[config.mk]
export PLATFORM = sky130hd
export DESIGN_NAME = sram_mem_controller
export DESIGN_NICKNAME = d
export VERILOG_FILES = /design/src/rtl/sram_mem_controller.sv
export SDC_FILE = /design/constraint.sdc
export NUM_CORES = 1
export LEC_CHECK = 0
export ABC_AREA = 0
export CAP_MARGIN = 5
export CORE_MARGIN = 2
export CORE_UTILIZATION = 39
export CTS_CLUSTER_DIAMETER = 30
export CTS_CLUSTER_SIZE = 8
export DETAILED_ROUTE_END_ITERATION = 12
export PLACE_DENSITY = 0.74
export SYNTH_ARGS = -nofsm -noshare
export SYNTH_HDL_FRONTEND = slang
export SYNTH_SLANG_ARGS = --single-unit
[constraint.sdc]
create_clock -name clk -period 5.82 [get_ports clk]
set_input_delay 0.582 -clock clk [delete_from_list [all_inputs] [get_ports clk]]
set_output_delay 0.582 -clock clk [all_outputs]
set_load 0.01 [all_outputs]
[src/rtl/sram_mem_controller.sv]
// Bridges the MEM stage to an external 16-bit asynchronous SRAM: every 32-bit
// access is split into a low and a high half-word phase of WAIT_CYCLES each.
module sram_mem_controller #(
  parameter int unsigned SRAM_ADDR_W = 18,
  parameter int unsigned WAIT_CYCLES = 2,
  parameter logic [31:0] BASE_ADDR   = 32'd1024
) (
  input  logic                   clk,
  input  logic                   rst,
  input  logic                   wr_en,
  input  logic                   rd_en,
  input  logic [31:0]            address,
  input  logic [31:0]            write_data,
  output logic [31:0]            read_data,
  output logic                   ready,
  output logic [SRAM_ADDR_W-1:0] sram_addr,
  output logic [15:0]            sram_dq_o,
  input  logic [15:0]            sram_dq_i,
  output logic                   sram_dq_oe,
  output logic                   sram_we_n,
  output logic                   sram_oe_n
);

  typedef enum logic [1:0] {IDLE, LO, HI, DONE} state_t;

  localparam logic [3:0] LAST_CNT = 4'(WAIT_CYCLES - 1);

  state_t                 state;
  state_t                 state_next;
  logic [3:0]             cnt;
  logic                   op_wr;
  logic [15:0]            wdata_hi;
  logic                   req;
  logic                   phase_end;
  logic [31:0]            offset;
  logic [SRAM_ADDR_W-1:0] lo_addr;
  logic                   next_in_phase;
  logic                   next_wr;
  logic                   we_n_d;
  logic                   oe_n_d;
  logic                   dq_oe_d;
  logic                   unused_offset_bits;

  assign req       = wr_en | rd_en;
  assign phase_end = (cnt == LAST_CNT);
  assign offset    = address - BASE_ADDR;
  assign lo_addr   = {offset[SRAM_ADDR_W:2], 1'b0};

  assign unused_offset_bits = ^{offset[1:0], offset[31:SRAM_ADDR_W+1]};

  // ready is combinational in IDLE so the core freezes in the request cycle itself
  always_comb begin
    state_next = state;
    ready      = 1'b0;
    case (state)
      IDLE: begin
        ready = ~req;
        if (req) state_next = LO;
      end
      LO:      if (phase_end) state_next = HI;
      HI:      if (phase_end) state_next = DONE;
      DONE: begin
        ready      = 1'b1;
        state_next = IDLE;
      end
      default: state_next = IDLE;
    endcase
  end

  // Strobes are computed for the upcoming state and registered, so they never glitch
  always_comb begin
    next_in_phase = (state_next == LO) || (state_next == HI);
    next_wr       = (state == IDLE) ? wr_en : op_wr;
    we_n_d        = ~(next_in_phase & next_wr);
    oe_n_d        = ~(next_in_phase & ~next_wr);
    dq_oe_d       = next_in_phase & next_wr;
  end

  always_ff @(posedge clk) begin
    if (!rst) begin
      state      <= IDLE;
      cnt        <= 4'd0;
      op_wr      <= 1'b0;
      wdata_hi   <= 16'd0;
      read_data  <= 32'd0;
      sram_addr  <= '0;
      sram_dq_o  <= 16'd0;
      sram_we_n  <= 1'b1;
      sram_oe_n  <= 1'b1;
      sram_dq_oe <= 1'b0;
    end else begin
      state      <= state_next;
      sram_we_n  <= we_n_d;
      sram_oe_n  <= oe_n_d;
      sram_dq_oe <= dq_oe_d;
      case (state)
        IDLE: begin
          if (req) begin
            op_wr     <= wr_en;
            wdata_hi  <= write_data[31:16];
            sram_addr <= lo_addr;
            sram_dq_o <= write_data[15:0];
            cnt       <= 4'd0;
          end
        end
        LO, HI: begin
          if (phase_end) begin
            cnt <= 4'd0;
            if (state == LO) begin
              sram_addr[0] <= 1'b1;
              sram_dq_o    <= wdata_hi;
              if (!op_wr) read_data[15:0] <= sram_dq_i;
            end else if (!op_wr) begin
              read_data[31:16] <= sram_dq_i;
            end
          end else begin
            cnt <= cnt + 4'd1;
          end
        end
        default: ;
      endcase
    end
  end

endmodule

==> results.py, run 1 <==
metrics = {
    "critical_path": {
        "reg2reg_slack_ps": 3590,
        "cp.required_ps": 5240,
        "crit_path_end_kind": "output port",
        "rr_startpoint": "cnt[0]",
        "r2r-end": "read_data[16]",
        "ff2ff_path_depth": 6,
        "crit_start": "state[0]",
        "critical_path_arrival_ps": 2440,
        "path_cells": "inv_1, ha_1, or3b_1, a21oi_1, clkdlybuf4s50_1",
        "cpMaxStageDelayCell": "clkdlybuf4s50_1",
        "cp-endpoint": "ready",
        "crit_path_start_kind": "flip-flop",
        "crit_fanout": 7,
        "slowest_delay_ps": 560,
        "crit_type": "flip-flop to output port",
    },
    "cts": {
        "cts-root-buf": "clkbuf_8",
        "ctsResizeCount": 0,
        "cts_max_level": 3,
        "cts.sinks": 92,
        "ctsHoldBuffers": 0,
        "clk_pin_slew_ps": 90,
        "cts_tree": "yes",
        "post-cts-setup-buffers": 0,
        "clk-insertion-delay-late_ps": 360,
        "numCtsBuffers": 9,
        "clockBufferDepth": 2,
    },
    "floorplan": {
        "die-area_sq_um": 10310,
        "fp.dieH_microns": 101.5,
        "core_area_sq_um": 9240,
        "io_pins": 154,
        "initial_core_util_pct": 40.14,
        "die_w_microns": 101.5,
        "rows": 35,
    },
    "yosys": {
        "synth-main-ff-cell": "dfxtp_1",
        "yosys_warnings": 0,
        "synth.top_cell.area_share_pct": 49.66,
        "syn-num-nets": 533,
        "ys_ff_latch": 92,
        "synth_edf_count": 0,
        "synth_cell_types": 35,
        "avgSynthCellArea_sq_um": 8.448,
        "synth-async-reset-ratio_pct": 0,
        "yosysSeqAreaShare_pct": 49.66,
        "synth_top_cell_by_area": "dfxtp_1",
        "syn_area_sq_um": 3709,
        "syn_inst": 439,
        "synthTopCellsByArea": "dfxtp_1, nand2_1, a21oi_1",
    },
    "job": {
        "cap_violations": 0,
    },
    "placement": {
        "place_inst": 682,
        "gp_congestion": 0.7979,
        "portBuffers": 138,
        "dp_hpwl_microns": 6676,
    },
    "route": {
        "first_pass_iters": 4,
        "drt_wl_total_microns": 9530,
        "vias": 3416,
        "ant_nets": 0,
        "drc_errors": 0,
        "drtIter0Drc": 80,
        "wl_per_cell_microns": 13.65,
        "viasPerCell": 4.894,
    },
    "global_route": {
        "antenna_found_initial": 0,
        "met1_usage_pct": 21.88,
        "grt_max_degree": 84,
        "grt_use_total_pct": 18.63,
        "grt_util_met2_pct": 31.63,
        "grt_pass1_vias": 3291,
        "grt_overflow": 0,
        "gr-usage-met3_pct": 6.694,
        "top_usage_layer": "met2",
        "grt_pass1_wl_microns": 15350,
    },
    "cells_and_area": {
        "ff_latch_area_sq_um": 1842,
        "antenna_cells": 0,
        "layout_commonest_cell": "clkdlybuf4s50_1",
        "fillers": 834,
        "instances_no_fill": 698,
        "syn_to_final_growth_pct": 44.91,
        "nets": 658,
        "final_cell_mix": "clkdlybuf4s50_1, nand2_1, dfxtp_1",
        "multi_input_area_sq_um": 1717,
        "drive_above_1_share_pct": 6.503,
    },
    "timing": {
        "finalCriticalPeriod_ps": 3020,
        "tns_ps": 0,
        "max_freq_mhz": 331.2,
        "relSlewSlack_pct": 25.86,
        "timing.final.setup_violations": 0,
        "min_period_over_period_pct": 51.88,
        "tightest_slew_ps": 1112,
        "slew_viol_final": 0,
        "fin_skew_ps": 14.68,
        "finalHoldViolCount": 0,
        "rsz0062_at_grt": "false",
    },
    "status": {
        "status": "finished, final reports clean",
    },
    "pwr": {
        "power_leakage_nw": 1.929,
        "total_power_mw": 1.803,
        "powerDensity_nw_per_um2": 335.5,
        "vdd_drop_max_mv": 0.1598,
    },
    "hold_path": {
        "hold_depth": 2,
        "hold_path.class": "flip-flop to flip-flop",
    },
}
-- state kept, by name (all words and copies together) (netlist names) --
| signal | cells |
|---|---|
| read_data | 32 |
| sram_dq_oe | 1 |
| sram_oe_n | 1 |
| sram_addr | 18 |
| cnt | 4 |
| sram_dq_o | 16 |
| wdata_hi | 16 |
| sram_we_n | 1 |
| op_wr | 1 |
| state | 2 |
-- cell families after synthesis --
logic type               share of synthesized area, %
flip-flops                                      49.66
buffers and inverters                           4.251
adder cells (fa/ha/maj)                         3.374
XOR/XNOR                                        1.653
multiplexers                                    4.588
AND/OR/NAND/NOR                                 18.93
AO/OA/AOI/OAI                                   17.54
-- routing by layer --
metal | part of all wire, % | wire [microns]
met5 | 0 | 0
met4 | 1.2 | 114
met3 | 7.3 | 698
met2 | 50 | 4742
met1 | 42 | 3975
-- report_power, final --
group | switching, mW | internal, mW
clock network | 0.240 | 0.218
logic | 0.298 | 0.279
registers | 0.0487 | 0.719
total | 0.587 | 1.22
-- layout make-up --
class | instances | area share, %
Multi-Input combinational cell | 311 | 31.94
Inverter | 8 | 0.5588
Tap cell | 129 | 3.003
Sequential cell | 92 | 34.27
Clock buffer | 10 | 2.561
Timing Repair Buffer | 142 | 26.26
Clock inverter | 6 | 1.397
-- how the worst min path moves through the flow --
stage | from | to | slack (ps)
3_5_place_dp | read_data[27] | read_data[27] | 450
5_1_grt | sram_addr[7] | sram_addr[7] | 480
3_3_place_gp | sram_addr[2] | sram_addr[2] | 440
2_1_floorplan | wdata_hi[0] | wdata_hi[0] | 440
6_report | read_data[27] | read_data[27] | 460
4_1_cts | read_data[27] | read_data[27] | 460
-- through the flow --
| stage | util, % | worst slack, ps | hold WS [ps] | instance area [sq um] |
|---|---|---|---|---|
| global route | 58.16 | 2693 | 481.5 | 5374 |
| CTS | 58.16 | 2789 | 458.6 | 5374 |
| global placement | 55.86 | 2927 | 442.1 | 5161 |
| finish | 58.16 | 2800 | 456.8 | 5374 |
| detailed placement | 55.86 | 2907 | 445.9 | 5161 |
| floorplan | - | 3825 | 436.0 | 3709 |
-- cells in the mapped netlist, types with 5 or more instances --
master / n
dfxtp_1: 92
a21oi_2: 9
a211oi_1: 22
ha_1: 10
o21ai_1: 6
buf_2: 6
mux2i_1: 17
clkbuf_1: 18
inv_1: 5
a21oi_1: 59
nor2_1: 34
xnor2_1: 5
nand2_1: 120
-- critical path, delay by kind of cell (launching register included) --
family	cells	cell delay (ps)
buffers and inverters	2	730
AND/OR/NAND/NOR	1	470
flip-flops	1	370
adder cells (fa/ha/maj)	1	340
AO/OA/AOI/OAI	1	180
Power figures use the tool's default switching activity.
==> run 2: changes to the inputs <==
--- a/config.mk
+++ b/config.mk
@@ -12,7 +12,7 @@
 export CTS_CLUSTER_DIAMETER = 30
 export CTS_CLUSTER_SIZE = 8
 export DETAILED_ROUTE_END_ITERATION = 12
-export PLACE_DENSITY = 0.74
+export PLACE_DENSITY = 0.77
 export SYNTH_ARGS = -nofsm -noshare
 export SYNTH_HDL_FRONTEND = slang
 export SYNTH_SLANG_ARGS = --single-unit
==> constraint.sdc (replaced) <==
create_clock -name clk -period 2.43 [get_ports clk]
set_input_delay 0.243 -clock clk [delete_from_list [all_inputs] [get_ports clk]]
set_output_delay 0.243 -clock clk [all_outputs]
set_load 0.01 [all_outputs]
==> run 2 against run 1 <==
  * Final cell count rose by 1.3%
  * Design area is 1.6% higher
  * First-iteration DRC count fell by 15%
  * Critical path depth increased by 1
  * Global-route usage is 0.29 points lower
==> results.py, run 2 (same netlist as run 1, synthesis figures left out) <==
metrics = {
    "cells_and_area": {
        "syn_to_final_growth_pct": 47.17,
        "antenna_cells": 0,
        "nets": 667,
        "top_regs": "read_data x32, sram_addr x18",
        "fin_util_pct": 59.07,
        "drive_above_1_share_pct": 8.304,
        "final_cell_mix": "clkdlybuf4s50_1, nand2_1, dfxtp_1",
        "layout_commonest_cell": "clkdlybuf4s50_1",
        "top_register": "read_data",
        "instances_no_fill": 707,
        "final_cell_area_sq_um": 5458,
        "largest_reg_flops": 32,
        "fillers": 831,
    },
    "placement": {
        "place_area_sq_um": 5241,
        "dpl_worst_slack_ps": 289.2,
        "dp_hpwl_microns": 6934,
        "gp_congestion": 0.8141,
        "place_inst": 691,
        "portBuffers": 138,
    },
    "route": {
        "first_pass_iters": 4,
        "drtIter0Drc": 68,
        "ant_nets": 0,
        "vias": 3428,
        "drc_errors": 0,
        "drt_wl_total_microns": 9492,
        "wl_per_cell_microns": 13.43,
        "viasPerCell": 4.849,
    },
    "cts": {
        "cts_tree": "yes",
        "clk_pin_slew_ps": 100,
        "numCtsBuffers": 9,
        "clockBufferDepth": 2,
        "clk-insertion-delay-late_ps": 360,
        "cts-root-buf": "clkbuf_8",
        "cts.sinks": 92,
        "cts_max_level": 3,
        "post-cts-setup-buffers": 0,
    },
    "timing": {
        "finalHoldViolCount": 0,
        "tightest_slew_ps": 591.9,
        "relSlewSlack_pct": 60.54,
        "final.setup.worst_slack_ps": 379.3,
        "rsz0062_at_grt": "false",
        "min_period_over_period_pct": 84.39,
        "slew_viol_final": 0,
        "finalCriticalPeriod_ps": 2051,
        "timing.final.setup_violations": 0,
        "tns_ps": 0,
        "holdWs_ps": 425.4,
        "fin_skew_ps": 11.91,
        "max_freq_mhz": 487.6,
    },
    "pwr": {
        "power_leakage_nw": 1.996,
        "total_power_mw": 4.351,
        "powerDensity_nw_per_um2": 797.2,
        "vdd_drop_max_mv": 0.5178,
    },
    "global_route": {
        "grt_use_total_pct": 18.34,
        "antenna_found_initial": 0,
        "grt_pass1_vias": 3350,
        "grt_overflow": 0,
        "grt_max_degree": 37,
        "grt_pass1_wl_microns": 15100,
    },
    "critical_path": {
        "crit_path_start_kind": "flip-flop",
        "cp.required_ps": 2720,
        "crit_fanout": 10,
        "critical_path_arrival_ps": 2350,
        "crit_path_end_kind": "flip-flop",
        "crit_type": "flip-flop to flip-flop",
    },
    "job": {
        "cap_violations": 0,
    },
    "floorplan": {
        "core_area_sq_um": 9240,
        "io_pins": 154,
        "rows": 35,
        "die-area_sq_um": 10310,
        "die_w_microns": 101.5,
        "fp.dieH_microns": 101.5,
        "initial_core_util_pct": 40.14,
    },
    "status": {
        "status": "finished, final reports clean",
    },
    "hold_path": {
        "hold_path.class": "input pin to flip-flop",
    },
}
[run 2: cell types whose count changed in the layout (fill, tap and decap cells not counted), sizes merged]
cell | before | now
clkbuf | 10 | 9
dlymetal6s2s | 0 | 1
clkdlybuf4s50 | 138 | 137
clkinvlp | 1 | 0
buf | 4 | 13
inv | 12 | 13
clkinv | 0 | 1
[run 2: timing repair]
action / 4_1_cts / 5_1_grt
pin swaps: 0 / 0
hold buffers: 0 / 0
resized for setup: 2 / 1
setup endpoints to repair: 1 / 1
[run 2: final timing paths]
kind                                startpoint            end  slack [ps]  depth (start not counted)
worst max register to register          cnt[0]  read_data[18]         380                          6
worst min register to register     wdata_hi[2]    wdata_hi[2]         460                          2
worst max-delay path                    cnt[0]  read_data[18]         380                          6
worst min-delay path            write_data[21]    wdata_hi[5]         430                          3
[run 2: cell type report]
type / instances / area (sq um) / share of cell area (%)
Sequential cell: 92 / 1842 / 33.75
Clock buffer: 9 / 123.9 / 2.270
Clock inverter: 7 / 87.58 / 1.605
Timing Repair Buffer: 151 / 1494 / 27.37
Tap cell: 129 / 161.4 / 2.957
Multi-Input combinational cell: 311 / 1719 / 31.50
Inverter: 8 / 30.03 / 0.5502
[run 2: power breakdown]
part	internal [mW]	leakage, nW	switching [mW]
clock network	0.503	0.109	0.595
logic	0.702	1.13	0.711
registers	1.72	0.754	0.118
total	2.93	2.00	1.42
[run 2: routing by layer]
metal | global-route usage, % | part of all wire, % | vias to the layer above | wire, microns
met4 | 4.886 | 1.1 | 0 | 102
li1 | - | - | 1748 | -
met5 | 0 | 0 | - | 0
met2 | 32.34 | 50 | 96 | 4733
met1 | 20.77 | 42 | 1571 | 3960
met3 | 6.901 | 7.3 | 13 | 695
[run 2: critical path: stages (launching register included)]
cell and delay (ps):
dfxtp_1 410, ha_1 190, or3b_1 490, nor4b_4 450
buf_4 250, nand2_1 80, a21oi_2 110
==> run 3: changes to the inputs <==
==> constraint.sdc (replaced) <==
create_clock -name clk -period 1.71 [get_ports clk]
set_input_delay 0.171 -clock clk [delete_from_list [all_inputs] [get_ports clk]]
set_output_delay 0.171 -clock clk [all_outputs]
set_load 0.01 [all_outputs]
==> run 3 against run 2 <==
  * The flow now finishes with violations (setup timing)
  * Design area increased by 8.8%
  * Clock skew decreased by 2.8 ps
  * Die area unchanged
  * Wire length increased by 10%
  * Critical path depth increased by 3
  * Flip-flop and latch count unchanged
  * Global-route usage increased by 1.0 points
==> results.py, run 3 (same netlist as run 1, synthesis figures left out) <==
metrics = {
    "critical_path": {
        "crit_path_start_kind": "flip-flop",
        "cpMaxStageDelayCell": "dfxtp_2",
        "cp.required_ps": 1990,
        "slowest_delay_ps": 350,
        "crit_fanout": 8,
        "ff2ff_path_depth": 9,
        "crit_family": "compound AO/OA/AOI/OAI gates",
        "crit_start": "state[0]",
        "rr_startpoint": "state[0]",
        "crit_cells": 9,
        "reg2reg_slack_ps": -60,
        "critical_path_arrival_ps": 2050,
        "r2r-end": "sram_dq_o[14]",
        "cp-endpoint": "sram_dq_o[14]",
        "worst-path-buf-inv": 3,
        "path_cells": "inv_2, ha_4, or3b_4, buf_4, o21ai_2, a21oi_4, clkbuf_16, nor2_1, a211oi_1",
        "crit_path_end_kind": "flip-flop",
        "crit_type": "flip-flop to flip-flop",
    },
    "cells_and_area": {
        "top_register": "read_data",
        "layout_commonest_cell": "clkdlybuf4s50_1",
        "nets": 692,
        "antenna_cells": 0,
        "final_cell_mix": "clkdlybuf4s50_1, nand2_1, dfxtp_1",
        "largest_reg_flops": 32,
        "top_regs": "read_data x32, sram_addr x18",
        "fillers": 783,
        "instances_no_fill": 732,
        "multi_input_area_sq_um": 1909,
        "ff_latch_area_sq_um": 1847,
        "syn_to_final_growth_pct": 60.16,
        "drive_above_1_share_pct": 19.73,
    },
    "route": {
        "viasPerCell": 4.932,
        "drtIter0Drc": 69,
        "wl_per_cell_microns": 14.27,
        "drc_errors": 0,
        "ant_nets": 0,
        "vias": 3610,
        "drt_wl_total_microns": 10450,
        "first_pass_iters": 6,
    },
    "global_route": {
        "grt_overflow": 0,
        "grt_pass1_vias": 3510,
        "grt_pass1_wl_microns": 15990,
        "grt_max_degree": 57,
        "grt_use_total_pct": 19.36,
        "antenna_found_initial": 0,
    },
    "cts": {
        "numCtsBuffers": 9,
        "ctsHoldBuffers": 0,
        "cts_max_level": 3,
        "clk-insertion-delay-late_ps": 370,
        "cts_tree": "yes",
        "cts.sinks": 92,
        "clockBufferDepth": 2,
        "cts-root-buf": "clkbuf_8",
        "clk_pin_slew_ps": 100,
    },
    "timing": {
        "tightest_slew_ps": 350.6,
        "final.setup.worst_slack_ps": -59.08,
        "relSlewSlack_pct": 76.38,
        "max_freq_mhz": 565.3,
        "timing.final.setup_violations": 21,
        "holdWs_ps": 339.3,
        "min_period_over_period_pct": 103.5,
        "slew_viol_final": 0,
        "fin_skew_ps": 9.133,
        "finalCriticalPeriod_ps": 1769,
        "rsz0062_at_grt": "true",
        "finalHoldViolCount": 0,
        "tns_ps": -498.7,
    },
    "hold_path": {
        "hold_path.class": "input pin to flip-flop",
    },
    "placement": {
        "dp_hpwl_microns": 7060,
        "gp_congestion": 0.8049,
        "portBuffers": 138,
        "dpl_worst_slack_ps": -265.7,
        "place_inst": 711,
    },
    "pwr": {
        "vdd_drop_max_mv": 0.6456,
        "powerDensity_nw_per_um2": 1137,
        "power_leakage_nw": 2.177,
    },
    "status": {
        "status": "finished, violations left",
        "violations": "setup timing",
    },
    "floorplan": {
        "die-area_sq_um": 10310,
        "fp.dieH_microns": 101.5,
        "core_area_sq_um": 9240,
        "io_pins": 154,
        "rows": 35,
        "die_w_microns": 101.5,
        "initial_core_util_pct": 40.14,
    },
    "job": {
        "cap_violations": 0,
    },
}
[run 3: cell count changes in the layout (fill, tap and decap cells not counted), sizes merged]
cell          change
inv               -2
clkbuf            +2
buf              +24
dlymetal6s2s      -1
clkinv            +1
clkinvlp          +1
[run 3: how the worst min path moves through the flow]
stage	from	endpoint	cells past startpoint	slack (ps)
2_1_floorplan	rst	sram_we_n	1	240
3_3_place_gp	wdata_hi[4]	wdata_hi[4]	2	440
3_5_place_dp	sram_addr[6]	sram_addr[6]	2	450
4_1_cts	write_data[26]	wdata_hi[10]	3	330
5_1_grt	write_data[22]	wdata_hi[6]	3	350
6_report	write_data[26]	wdata_hi[10]	3	340
[run 3: worst reg2reg max path, cell delays in order (launching register included)]
cell and delay, ps:
dfxtp_2 350, inv_2 50, ha_4 150, or3b_4 250, buf_4 130, o21ai_2 70
a21oi_4 240, clkbuf_16 220, nor2_1 40, a211oi_1 190
[run 3: timing repair]
action,in CTS,in global routing
resized for setup,16,38
setup endpoints to repair,36,34
buffers inserted,1,2
gates cloned,0,2
pin swaps,4,18
[run 3: where the power goes]
part	switching [mW]	internal [mW]
Clock	0.866	0.716
Sequential	0.174	2.45
Combinational	1.23	1.32
Total	2.27	4.48
[run 3: final cells by class]
type                       count  share of cell area [%]
inverter                       8                  0.5056
timing repair buffer         176                   29.87
sequential                    92                   31.09
clock buffer                   9                   2.086
tap                          129                   2.718
multi-input combinational    311                   32.15
clock inverter                 7                   1.580
[run 3: stage by stage]
stage	util, %	instance area, sq um	total power [mW]
3_3_place_gp	59.11	5461	4.798
6_report	64.28	5939	6.755
3_5_place_dp	59.11	5461	4.853
4_1_cts	61.91	5720	6.481
5_1_grt	64.28	5939	7.094
2_1_floorplan	-	3741	3.780
[run 3: routing by layer]
metal / up-vias / GRT usage [%] / part of all wire (%)
met3: 16 / 6.280 / 6.5
met1: 1697 / 21.56 / 42
met2: 108 / 34.36 / 50
li1: 1789 / - / -
met4: 0 / 7.069 / 1.8
met5: - / 0 / 0
